===== src/rtl/cpu_ctrl_fsm_v2.sv =====
// Multicycle CPU control FSM: memory ready handshake with bus timeout, HALT, illegal-opcode trap.
// Optional retired-instruction counter enabled by defining CPU_CTRL_INSTR_COUNT_EN.
module cpu_ctrl_fsm_v2 #(
   parameter int unsigned OPC_W       = 5,
   parameter int unsigned MEM_TIMEOUT = 16,
   parameter int unsigned TO_W        = 8
`ifdef CPU_CTRL_INSTR_COUNT_EN
   ,parameter int unsigned CNT_W      = 32
`endif
) (
   input  logic             CLK,
   input  logic             resetn,
   input  logic [OPC_W-1:0] opcode,
   input  logic             run,
   input  logic             mem_ready,
   input  logic             clear_fault,
   output logic             MemRead,
   output logic             MemWrite,
   output logic             IR_EN,
   output logic             PC_EN,
   output logic             MDR_EN,
   output logic             BR_EN,
   output logic             RFwrite,
   output logic             LDW_EN,
   output logic             dataW_MDR,
   output logic             halted,
   output logic             fault,
   output logic [1:0]       fault_code,
`ifdef CPU_CTRL_INSTR_COUNT_EN
   output logic [CNT_W-1:0] instr_count,
`endif
   output logic [3:0]       state_o
);

   localparam int unsigned ST_W = 4;

   typedef enum logic [ST_W-1:0] {
      S_IDLE      = 4'd0,
      S_FETCH_MEM = 4'd1,
      S_FETCH_IR  = 4'd2,
      S_DECODE    = 4'd3,
      S_AR_ALU    = 4'd4,
      S_AR_ROUT   = 4'd5,
      S_LDW_MDR   = 4'd6,
      S_LDW_ROUT  = 4'd7,
      S_STW       = 4'd8,
      S_BR        = 4'd9,
      S_HALT      = 4'd10,
      S_FAULT     = 4'd11
   } state_e;

   state_e            state_q, state_d;
   logic [TO_W-1:0]   to_cnt_q, to_cnt_d;
   logic [1:0]        fault_code_q, fault_code_d;
   logic              mem_read_q, mem_read_d;
   logic              mem_write_q, mem_write_d;
   logic              ir_en_q, ir_en_d;
   logic              br_en_q, br_en_d;
   logic              rf_write_q, rf_write_d;
   logic              ldw_en_q, ldw_en_d;
   logic              data_w_mdr_q, data_w_mdr_d;
   logic              halted_q, halted_d;
   logic              fault_q, fault_d;
   logic [31:0]       opc_val;
   logic              mem_wait;
   logic              timeout_hit;

   assign opc_val     = 32'(opcode);
   assign mem_wait    = (state_q == S_FETCH_MEM) || (state_q == S_LDW_MDR) || (state_q == S_STW);
   // Last permitted wait cycle; a simultaneous mem_ready takes priority over the fault.
   assign timeout_hit = (MEM_TIMEOUT != 0) && !mem_ready &&
                        (to_cnt_q == TO_W'(MEM_TIMEOUT - 1));

   // Next state, fault code and wait-cycle counter
   always_comb begin
      state_d      = state_q;
      fault_code_d = fault_code_q;
      to_cnt_d     = '0;
      case (state_q)
         S_IDLE:      if (run) state_d = S_FETCH_MEM;
         S_FETCH_MEM: begin
            if (mem_ready) state_d = S_FETCH_IR;
            else if (timeout_hit) begin
               state_d      = S_FAULT;
               fault_code_d = 2'b10;
            end
         end
         S_FETCH_IR:  state_d = S_DECODE;
         S_DECODE: begin
            if (opc_val <= 32'd16)      state_d = S_AR_ALU;
            else if (opc_val == 32'd17) state_d = S_BR;
            else if (opc_val == 32'd18) state_d = S_STW;
            else if (opc_val == 32'd19) state_d = S_LDW_MDR;
            else if (opc_val == 32'd20) state_d = S_HALT;
            else begin
               state_d      = S_FAULT;
               fault_code_d = 2'b01;
            end
         end
         S_AR_ALU:    state_d = S_AR_ROUT;
         S_AR_ROUT:   state_d = S_IDLE;
         S_LDW_MDR: begin
            if (mem_ready) state_d = S_LDW_ROUT;
            else if (timeout_hit) begin
               state_d      = S_FAULT;
               fault_code_d = 2'b10;
            end
         end
         S_LDW_ROUT:  state_d = S_IDLE;
         S_STW: begin
            if (mem_ready) state_d = S_IDLE;
            else if (timeout_hit) begin
               state_d      = S_FAULT;
               fault_code_d = 2'b10;
            end
         end
         S_BR:        state_d = S_IDLE;
         S_HALT:      if (clear_fault) state_d = S_IDLE;
         S_FAULT: begin
            if (clear_fault) begin
               state_d      = S_IDLE;
               fault_code_d = 2'b00;
            end
         end
         default:     state_d = S_IDLE;
      endcase
      // Counter is zero outside memory states, so every entry starts from zero.
      if (mem_wait && (state_d == state_q) && !mem_ready && (MEM_TIMEOUT != 0))
         to_cnt_d = to_cnt_q + TO_W'(1);
   end

   // Moore outputs decoded from the next state so the flops track the state register
   always_comb begin
      mem_read_d   = 1'b0;
      mem_write_d  = 1'b0;
      ir_en_d      = 1'b0;
      br_en_d      = 1'b0;
      rf_write_d   = 1'b0;
      ldw_en_d     = 1'b0;
      data_w_mdr_d = 1'b0;
      halted_d     = 1'b0;
      fault_d      = 1'b0;
      case (state_d)
         S_FETCH_MEM: mem_read_d = 1'b1;
         S_FETCH_IR:  ir_en_d    = 1'b1;
         S_AR_ROUT:   rf_write_d = 1'b1;
         S_LDW_MDR: begin
            mem_read_d = 1'b1;
            ldw_en_d   = 1'b1;
         end
         S_LDW_ROUT: begin
            data_w_mdr_d = 1'b1;
            rf_write_d   = 1'b1;
         end
         S_STW: begin
            mem_write_d = 1'b1;
            ldw_en_d    = 1'b1;
         end
         S_BR:        br_en_d  = 1'b1;
         S_HALT:      halted_d = 1'b1;
         S_FAULT:     fault_d  = 1'b1;
         default:     ;
      endcase
   end

   always_ff @(posedge CLK or negedge resetn) begin
      if (!resetn) begin
         state_q      <= S_IDLE;
         to_cnt_q     <= '0;
         fault_code_q <= 2'b00;
         mem_read_q   <= 1'b0;
         mem_write_q  <= 1'b0;
         ir_en_q      <= 1'b0;
         br_en_q      <= 1'b0;
         rf_write_q   <= 1'b0;
         ldw_en_q     <= 1'b0;
         data_w_mdr_q <= 1'b0;
         halted_q     <= 1'b0;
         fault_q      <= 1'b0;
      end else begin
         state_q      <= state_d;
         to_cnt_q     <= to_cnt_d;
         fault_code_q <= fault_code_d;
         mem_read_q   <= mem_read_d;
         mem_write_q  <= mem_write_d;
         ir_en_q      <= ir_en_d;
         br_en_q      <= br_en_d;
         rf_write_q   <= rf_write_d;
         ldw_en_q     <= ldw_en_d;
         data_w_mdr_q <= data_w_mdr_d;
         halted_q     <= halted_d;
         fault_q      <= fault_d;
      end
   end

`ifdef CPU_CTRL_INSTR_COUNT_EN
   logic [CNT_W-1:0] instr_count_q, instr_count_d;
   logic             retire;

   // Completed instructions retire on return to IDLE; HALT retires on entry.
   assign retire = ((state_d == S_IDLE) &&
                    ((state_q == S_AR_ROUT) || (state_q == S_LDW_ROUT) ||
                     (state_q == S_STW) || (state_q == S_BR))) ||
                   ((state_q == S_DECODE) && (state_d == S_HALT));

   always_comb begin
      instr_count_d = instr_count_q;
      if (retire) instr_count_d = instr_count_q + CNT_W'(1);
   end

   always_ff @(posedge CLK or negedge resetn) begin
      if (!resetn) instr_count_q <= '0;
      else         instr_count_q <= instr_count_d;
   end

   assign instr_count = instr_count_q;
`endif

   // Address/data strobes are single pulses gated by the handshake
   assign PC_EN      = (state_q == S_FETCH_MEM) && mem_ready;
   assign MDR_EN     = (state_q == S_LDW_MDR) && mem_ready;
   assign MemRead    = mem_read_q;
   assign MemWrite   = mem_write_q;
   assign IR_EN      = ir_en_q;
   assign BR_EN      = br_en_q;
   assign RFwrite    = rf_write_q;
   assign LDW_EN     = ldw_en_q;
   assign dataW_MDR  = data_w_mdr_q;
   assign halted     = halted_q;
   assign fault      = fault_q;
   assign fault_code = fault_code_q;
   assign state_o    = state_q;

endmodule


===== config.mk =====
export PLATFORM = sky130hd
export DESIGN_NAME = cpu_ctrl_fsm_v2
export DESIGN_NICKNAME = d
export VERILOG_FILES = /design/src/rtl/cpu_ctrl_fsm_v2.sv
export SDC_FILE = /design/constraint.sdc
export NUM_CORES = 1
export LEC_CHECK = 0
export ABC_CLOCK_PERIOD_IN_PS = 2510
export BUFFER_PORTS_ARGS = -buffer_cell sky130_fd_sc_hd__buf_4
export CORE_ASPECT_RATIO = 0.9
export CORE_MARGIN = 5
export CORE_UTILIZATION = 57
export CTS_BUF_LIST = sky130_fd_sc_hd__clkbuf_4 sky130_fd_sc_hd__clkbuf_8
export DETAILED_ROUTE_END_ITERATION = 8
export GPL_ROUTABILITY_DRIVEN = 0
export HOLD_SLACK_MARGIN = 0.03
export PLACE_DENSITY = 0.82
export RECOVER_POWER = 25
export SYNTH_ARGS = -nofsm -noshare
export SYNTH_HDL_FRONTEND = slang
export SYNTH_SLANG_ARGS = --single-unit

===== constraint.sdc =====
create_clock -name CLK -period 2.51 [get_ports CLK]
set_input_delay 0.251 -clock CLK [delete_from_list [all_inputs] [get_ports CLK]]
set_output_delay 0.251 -clock CLK [all_outputs]
set_load 0.005 [all_outputs]

==> impl_metrics.toml, run 1 <==
[outcome]
status = "complete, no violations"

[clocking]
cts_tree = "done"
htree_num_levels = 1
cts.sinks = 23
root_buffer = "clkbuf_4"
cts.path.max_buffers = 2
clk_latency_ps = 320
path_clk_slew_ps = 130
cts_buffers = 3

[timing]
worst_slew_pin_slew_ps = 1237
min_period_ps = 2389
period_share_pct = 95.18
relSlewSlack_pct = 17.54
skew_ps = 1.162
hold_violations = 0
setup_tns_ps = 0
rsz0062_at_grt = "no"
drv_slew = 0
clock.fmax_mhz = 418.6
setup_viol = 0

[cells_and_area]
drive_gt1_share_pct = 36.59
diodes = 0
synthToLayoutAreaGrowth_pct = 18.26
layout.nets = 176
postLayoutCoreUtil_pct = 69.57

[global_route]
grt_use_total_pct = 18.12
first_global_vias = 1151
grt_overflow = 0
grt_max_degree = 24
grt_pass1_wl_um = 5340
antenna_found_initial = 0

[detailed_routing]
wl_per_cell_um = 17.33
met1Wirelength_um = 1437
vias = 1142
drc = 0
drt_iter0_drc = 49
wl_met2_um = 1578
ant_nets = 0
first_pass_iters = 4
wl_met3_um = 232
viasPerCell = 5.948
dr.max_layer_used = "met4"
drt-total-wl_um = 3328

[synthesis]
syn_inst = 135
synth_common_cells = "23 x dfrtp_1, 17 x nor2_1, 5 x and3_1, 5 x buf_6, 5 x xnor2_1"
synthDistinctLibCells = 51
synth_seq_cells = 23
synth_edf_count = 0
async_reset_ff_share_pct = 100.0
synth.area.top_cells = "dfrtp_1 40%, nor2_1 4.4%, buf_6 3.9%"
yosys_warnings = 0
synth-seq-area-share_pct = 40.00
yosys.cell_count.top_type = "dfrtp_1"
netlist.area_leader.share_pct = 40.00
postSynthAreaPerCell_um2 = 10.66
synthFlopType = "dfrtp_1"
yosys.area.top_type = "dfrtp_1"
syn_area_um2 = 1439
synth_fp_nets = 146

[setup_path]
crit_required_ps = 2260
cp-start-kind = "register"
end_kind = "primary output"
worst-path-max-fanout = 7
arrival_ps = 2140
path_class = "reg2out"

[power]
irDropWorstVdd_v = 0.0007488
p_leak_nw = 0.7572
powerDensity_nw_per_um2 = 978.0
totalPowerFinal_mw = 1.664

[floorplan]
die_w_um = 62.96
die_height_um = 57.67
core-area_um2 = 2446
rows = 17
die_area_um2 = 3631
start_util_pct = 58.82
io_pins = 27

[flow_run]
max_cap_violations = 0

[placement]
place_hpwl_um = 2381
portBuffers = 26

[worst_hold_path]
worstHoldPathType = "in2reg"
[repair_timing]
action,in CTS,in global routing
hold buffers,1,0
hold endpoints to repair,23,0
resized for setup,2,6
setup buffers,0,5
pin swaps,0,2
endpoints found under the setup margin,1,1
[power breakdown]
part | total, mW | switching, mW | leakage (nW) | internal [mW]
sequential | 0.579 | 0.139 | 0.305 | 0.440
clock | 0.182 | 0.121 | 0.0139 | 0.0609
combinational | 0.903 | 0.421 | 0.438 | 0.483
[stage by stage]
stage          instances  area (um^2)  setup WS, ps  hold slack, ps
2_1_floorplan        135         1439         546.3          -44.59
3_3_place_gp         182         1600         397.9           155.7
3_5_place_dp         182         1600         342.8           160.0
4_1_cts              187         1648         26.17           249.1
5_1_grt              192         1702         15.66           258.0
6_report             192         1702         121.0           265.8
[sequential cells by signal, indices dropped and copies added (netlist names)]
| signal | flops |
|---|---|
| BR_EN | 1 |
| IR_EN | 1 |
| dataW_MDR | 1 |
| to_cnt_q | 8 |
| LDW_EN | 1 |
| halted | 1 |
| MemRead | 1 |
| MemWrite | 1 |
| fault_code | 2 |
| fault | 1 |
| state_o | 4 |
| RFwrite | 1 |
[worst max-delay path, stage by stage, from the launching register on]
cell and delay (ps):
dfrtp_1 430, ha_1 230, and3_4 220, a311oi_4 330, o2111ai_4 180, nand2b_4 190
nor3_2 110, buf_4 130
[final timing paths]
kind	from	to	slack (ps)	depth (start not counted)
worst min register to register	to_cnt_q[0]	to_cnt_q[0]	510	1
max in group asynchronous	resetn	state_o[0]	1000	2
worst max-delay path	to_cnt_q[0]	PC_EN	120	7
worst max register to register	to_cnt_q[0]	LDW_EN	490	6
worst min-delay path	mem_ready	dataW_MDR	270	2
min in group asynchronous	resetn	dataW_MDR	700	2
[cells by family (layout without fill, tap and decap cells)]
logic type	count (synthesis)	count (layout)	synth area share, %
mux	2	2	1.565
simple gates	56	56	26.44
fa+ha+maj	1	1	0.8694
compound gates	31	31	19.04
buf+inv	13	42	6.607
flops	23	23	40.00
xor+xnor	9	9	5.478
[layout by cell type, fill, tap and decap left out, types with 3 or more instances in the layout]
cell type and n:
a21oi_1 4, nor2b_1 3, nor2_1 17, nor3_2 3
nand3b_1 3, buf_4 31, nand2b_1 3, nand2_1 3
dfrtp_2 4, clkbuf_4 3, nor3_1 3, xnor2_1 5
nand3_1 3, xor2_1 4, and3_1 4, dfrtp_1 19
inv_1 4, o21bai_1 3
[layer usage]
layer / up-vias / global-route usage (%)
li1: 545 / -
met5: - / 0
met4: 0 / 4.848
met1: 544 / 23.55
met3: 10 / 6.008
met2: 43 / 29.14
[area by class of cell]
cell class	count	area, um^2
inverters	5	18.77
multi-input cells	99	790.8
flip-flops and latches	23	580.6
fillers	171	744.5
clock buffers	3	22.52
well taps	28	35.03
repair buffers	33	246.5
clock inverters	1	7.507
No activity file was read; power rests on OpenSTA's default activity.
==> inputs of run 2 (changes only) <==
--- a/config.mk
+++ b/config.mk
@@ -7,7 +7,6 @@
 export LEC_CHECK = 0
 export ABC_CLOCK_PERIOD_IN_PS = 2510
 export BUFFER_PORTS_ARGS = -buffer_cell sky130_fd_sc_hd__buf_4
-export CORE_ASPECT_RATIO = 0.9
 export CORE_MARGIN = 5
 export CORE_UTILIZATION = 57
 export CTS_BUF_LIST = sky130_fd_sc_hd__clkbuf_4 sky130_fd_sc_hd__clkbuf_8
==> run 2 against run 1 <==
  * Clock power about the same
  * Total power fell by 4.4%
  * Sequential cell count unchanged
  * Design area is 0.59% higher
  * Fmax up 0.54%
  * Worst hold slack better by 16 ps
  * Clock skew rose by 8.7 ps
  * Die area is essentially flat
  * First-iteration DRC count decreased by 43%
  * Largest cell class unchanged
  * Largest power group unchanged
  * Highest routed layer unchanged
==> impl_metrics.toml, run 2 (same netlist as run 1, synthesis figures left out) <==
[placement]
place_hpwl_um = 2101
portBuffers = 26
dpl_cell_area_um2 = 1595

[clocking]
cts.sinks = 23
root_buffer = "clkbuf_4"
clk_latency_ps = 310
cts_buffers = 3
path_clk_slew_ps = 110
cts.path.max_buffers = 2
htree_num_levels = 1
cts_tree = "done"

[setup_path]
ff2ff_path_depth = 6
cp-start-kind = "register"
r2r_start = "to_cnt_q[0]"
max_stage_delay_ps = 420
arrival_ps = 2130
r2r_end = "MemRead"
cpMaxStageDelayCell = "dfrtp_1"
path_cells = "ha_1, and3_4, a311oi_4, o2111ai_4, nand2b_4, nor3_2, buf_4"
end_kind = "primary output"
worst-path-max-fanout = 7
crit_required_ps = 2260
worst-r2r-setup-slack_ps = 600
path_class = "reg2out"

[outcome]
status = "complete, no violations"

[detailed_routing]
wl_met3_um = 157
ant_nets = 0
viasPerCell = 5.738
dr.max_layer_used = "met4"
vias = 1119
wl_met2_um = 1454
drc = 0
first_pass_iters = 4
drt-total-wl_um = 2963
wl_per_cell_um = 15.19
drt_iter0_drc = 28
met1Wirelength_um = 1315

[global_route]
grt_pass1_wl_um = 4816
grt_use_total_pct = 17.62
grt_overflow = 0
antenna_found_initial = 0
grt_max_degree = 24
first_global_vias = 1023

[flow_run]
max_cap_violations = 0

[power]
powerDensity_nw_per_um2 = 929.9
irDropWorstVdd_v = 0.0006699
p_leak_nw = 0.7687

[timing]
rsz0062_at_grt = "no"
skew_ps = 9.838
relSlewSlack_pct = 21.29
hold_violations = 0
worst_slew_pin_slew_ps = 1181
min_period_ps = 2376
period_share_pct = 94.66
drv_slew = 0
setup_tns_ps = 0
clock.fmax_mhz = 420.9
setup_viol = 0

[floorplan]
rows = 18
core-area_um2 = 2455
die_w_um = 60.24
io_pins = 27
start_util_pct = 58.61
die_height_um = 60.24
die_area_um2 = 3629

[worst_hold_path]
hold_path_end = "dataW_MDR"
worstHoldPathType = "in2reg"
holdPathStages = 2
hp-start = "mem_ready"

[cells_and_area]
largest_reg_flops = 8
seq_area_um2 = 580.6
final_area_um2 = 1712
final_common_cell = "buf_4"
drive_gt1_share_pct = 36.97
layout.nets = 177
nFillCells = 171
diodes = 0
synthToLayoutAreaGrowth_pct = 18.96
mostFrequentLayoutCells = "32 x buf_4, 19 x dfrtp_1, 17 x nor2_1, 5 x xnor2_1"
multiInputGateArea_um2 = 790.8
largest-register = "to_cnt_q"
## run 2: layout make-up
cell class / count / share of cell area [%]
clock buffers: 4 / 1.754
inverters: 5 / 1.096
multi-input cells: 99 / 46.20
flip-flops and latches: 23 / 33.92
well taps: 30 / 2.193
repair buffers: 34 / 14.84
## run 2: worst max path at each step
stage / endpoint / startpoint / slack [ps]
after floorplan: PC_EN / to_cnt_q[0] / 550
after global placement: PC_EN / to_cnt_q[0] / 350
after detailed placement: PC_EN / to_cnt_q[0] / 340
after CTS: PC_EN / state_o[1] / 9
after global routing: PC_EN / state_o[1] / 10
final: PC_EN / to_cnt_q[0] / 130
## run 2: what timing repair did
item / 4_1_cts / 5_1_grt
hold endpoints to repair: 23 / 0
resized for setup: 2 / 6
setup buffers: 0 / 7
hold buffers: 1 / 0
pin swaps: 0 / 2
cloned: 0 / 0
setup endpoints to repair: 1 / 1
## run 2: per-layer routing
layer  vias up  GRT usage, %
met2        31         26.23
li1        544             -
met1       538         24.32
met4         0         7.278
met5         -             0
met3         6         4.320
## run 2: worst max-delay path: cells and delay by family (launching register included)
| kind | cells | cell delay (ps) |
|---|---|---|
| buf+inv | 1 | 130 |
| flops | 1 | 420 |
| fa+ha+maj | 1 | 230 |
| simple gates | 3 | 520 |
| compound gates | 2 | 530 |
## run 2: power by group
| group | leakage, nW | internal (mW) | total, mW | switching (mW) |
|---|---|---|---|---|
| clock network | 0.0184 | 0.0729 | 0.181 | 0.108 |
| registers | 0.305 | 0.440 | 0.571 | 0.131 |
| logic | 0.445 | 0.442 | 0.840 | 0.397 |
## run 2: through the flow
step                      utilization, %  cells  worst slack (ps)  hold WS [ps]  power [mW]
after global routing               69.72    195             13.21         263.3       1.707
final                              69.72    195             134.0         282.1       1.592
after global placement             64.98    183             349.8         152.6       1.315
after floorplan                        -    135             546.3        -44.59       1.157
after detailed placement           64.98    183             337.3         157.1       1.333
after CTS                          66.92    188             9.431         268.1       1.521
==> inputs of run 3 (changes only) <==
--- a/config.mk
+++ b/config.mk
@@ -13,7 +13,7 @@
 export DETAILED_ROUTE_END_ITERATION = 8
 export GPL_ROUTABILITY_DRIVEN = 0
 export HOLD_SLACK_MARGIN = 0.03
-export PLACE_DENSITY = 0.82
+export PLACE_DENSITY_LB_ADDON = 0.05
 export RECOVER_POWER = 25
 export SYNTH_ARGS = -nofsm -noshare
 export SYNTH_HDL_FRONTEND = slang
==> run 3 against run 2 <==
  * Critical path type unchanged
  * Clock power about the same
  * First-iteration DRC count rose to 3.2 times the previous value
  * Highest routed layer unchanged
  * Fmax is essentially flat
  * Largest cell class unchanged
  * Sequential cell count did not move
  * Design area shrank 0.44%
==> impl_metrics.toml, run 3 (same netlist as run 1, synthesis figures left out) <==
[outcome]
status = "complete, no violations"

[cells_and_area]
postLayoutCoreUtil_pct = 69.42
seq_area_um2 = 580.6
mostFrequentLayoutCells = "31 x buf_4, 19 x dfrtp_1, 17 x nor2_1, 5 x xnor2_1"
largest_reg_flops = 8
drive_gt1_share_pct = 36.59
multiInputGateArea_um2 = 790.8
largest-register = "to_cnt_q"
final_common_cell = "buf_4"
nFillCells = 183
layout.nets = 176
synthToLayoutAreaGrowth_pct = 18.43
diodes = 0

[setup_path]
crit_required_ps = 2260
ff2ff_path_depth = 5
cp-start-kind = "register"
path_class = "reg2out"
r2r_end = "fault_code[0]"
arrival_ps = 2130
worst-r2r-setup-slack_ps = 550
end_kind = "primary output"
worst-path-max-fanout = 7
r2r_start = "state_o[3]"

[flow_run]
max_cap_violations = 0

[timing]
clock.fmax_mhz = 420.7
skew_ps = 9.942
worst_slew_pin_slew_ps = 1209
period_share_pct = 94.70
hold_violations = 0
drv_slew = 0
setup_viol = 0
relSlewSlack_pct = 19.39
rsz0062_at_grt = "no"
min_period_ps = 2377
fin_hold_ws_ps = 268.3
setup_tns_ps = 0

[global_route]
grtUsageMet2_pct = 29.48
first_global_vias = 1063
grt_use_total_pct = 18.42
antenna_found_initial = 0
met1_usage_pct = 24.43
grt_overflow = 0
grt-busiest-layer = "met2"
grt_pass1_wl_um = 4947
grt_max_degree = 24
use_met3_pct = 3.024

[power]
clockPowerShare_pct = 11.1
irDropWorstVdd_v = 0.0008952
powerDensity_nw_per_um2 = 949.0
seqPwrFrac_pct = 35.3
power_frac_comb_pct = 53.6
p_sw_share_pct = 39.43
p_leak_nw = 0.7620
p_sw_mw = 0.6377
p_int_mw = 0.9796

[detailed_routing]
wl_per_cell_um = 15.62
drt_iter0_drc = 89
first_pass_iters = 4
drt-total-wl_um = 3030
vias = 1130
drc = 0
viasPerCell = 5.825
ant_nets = 0

[floorplan]
rows = 18
die_height_um = 60.24
die_area_um2 = 3629
io_pins = 27
start_util_pct = 58.61
core-area_um2 = 2455
die_w_um = 60.24

[worst_hold_path]
holdPathStages = 2
hold_path_end = "dataW_MDR"
worstHoldPathType = "in2reg"
hp-start = "mem_ready"

[clocking]
cts.path.max_buffers = 2
path_clk_slew_ps = 130
htree_num_levels = 1
root_buffer = "clkbuf_4"
cts_tree = "done"
cts_buffers = 3
clk_latency_ps = 310
cts.sinks = 23

[placement]
place_hpwl_um = 2237
portBuffers = 26
[run 3: cell count changes in the layout (fill, tap and decap cells not counted)]
cell,change
buf_4,-1
[run 3: layer usage]
metal  up-vias  wire [um]
li1        547          -
met1       555       1297
met2        26       1573
met3         2        140
met4         0         19
met5         -          0
[run 3: critical path: stages (launching register included)]
cell and delay, ps:
dfrtp_1 420, ha_1 230, and3_4 220, a311oi_4 330, o2111ai_4 190, nand2b_4 200, nor3_2 100, buf_4 130
[run 3: timing repair]
item / in CTS / in global routing
pin swaps: 0 / 3
hold buffers: 1 / 0
buffers inserted: 0 / 4
resized for setup: 1 / 7
endpoints found under the hold margin: 23 / 0
endpoints found under the setup margin: 1 / 1
[run 3: final cells by class]
| class | count | share of cell area, % |
|---|---|---|
| repair buffers | 33 | 14.46 |
| clock buffers | 4 | 1.762 |
| well taps | 30 | 2.203 |
| flip-flops and latches | 23 | 34.07 |
| inverters | 5 | 1.101 |
| multi-input cells | 99 | 46.40 |
[run 3: power groups by stage]
stage / clock, mW / sequential (mW) / combinational, mW
2_1_floorplan: 0 / 0.491 / 0.666
3_3_place_gp: 0 / 0.559 / 0.776
3_5_place_dp: 0 / 0.568 / 0.788
4_1_cts: 0.191 / 0.561 / 0.793
5_1_grt: 0.202 / 0.585 / 0.940
6_report: 0.180 / 0.571 / 0.866
[run 3: through the flow]
stage / power (mW) / std cells / cell area [um^2] / setup WS, ps
final: 1.617 / 194 / 1704 / 133.1
after detailed placement: 1.356 / 185 / 1610 / 359.1
after global routing: 1.727 / 194 / 1704 / 41.60
after floorplan: 1.157 / 135 / 1439 / 546.3
after global placement: 1.335 / 185 / 1610 / 402.6
after CTS: 1.545 / 190 / 1657 / 15.06
[run 3: worst max path at each step]
stage	startpoint	end	slack, ps	cells past startpoint
after floorplan	to_cnt_q[0]	PC_EN	550	7
after global placement	to_cnt_q[0]	PC_EN	400	7
after detailed placement	to_cnt_q[0]	PC_EN	360	7
after CTS	state_o[0]	PC_EN	20	6
after global routing	to_cnt_q[0]	PC_EN	40	7
final	to_cnt_q[0]	PC_EN	130	7
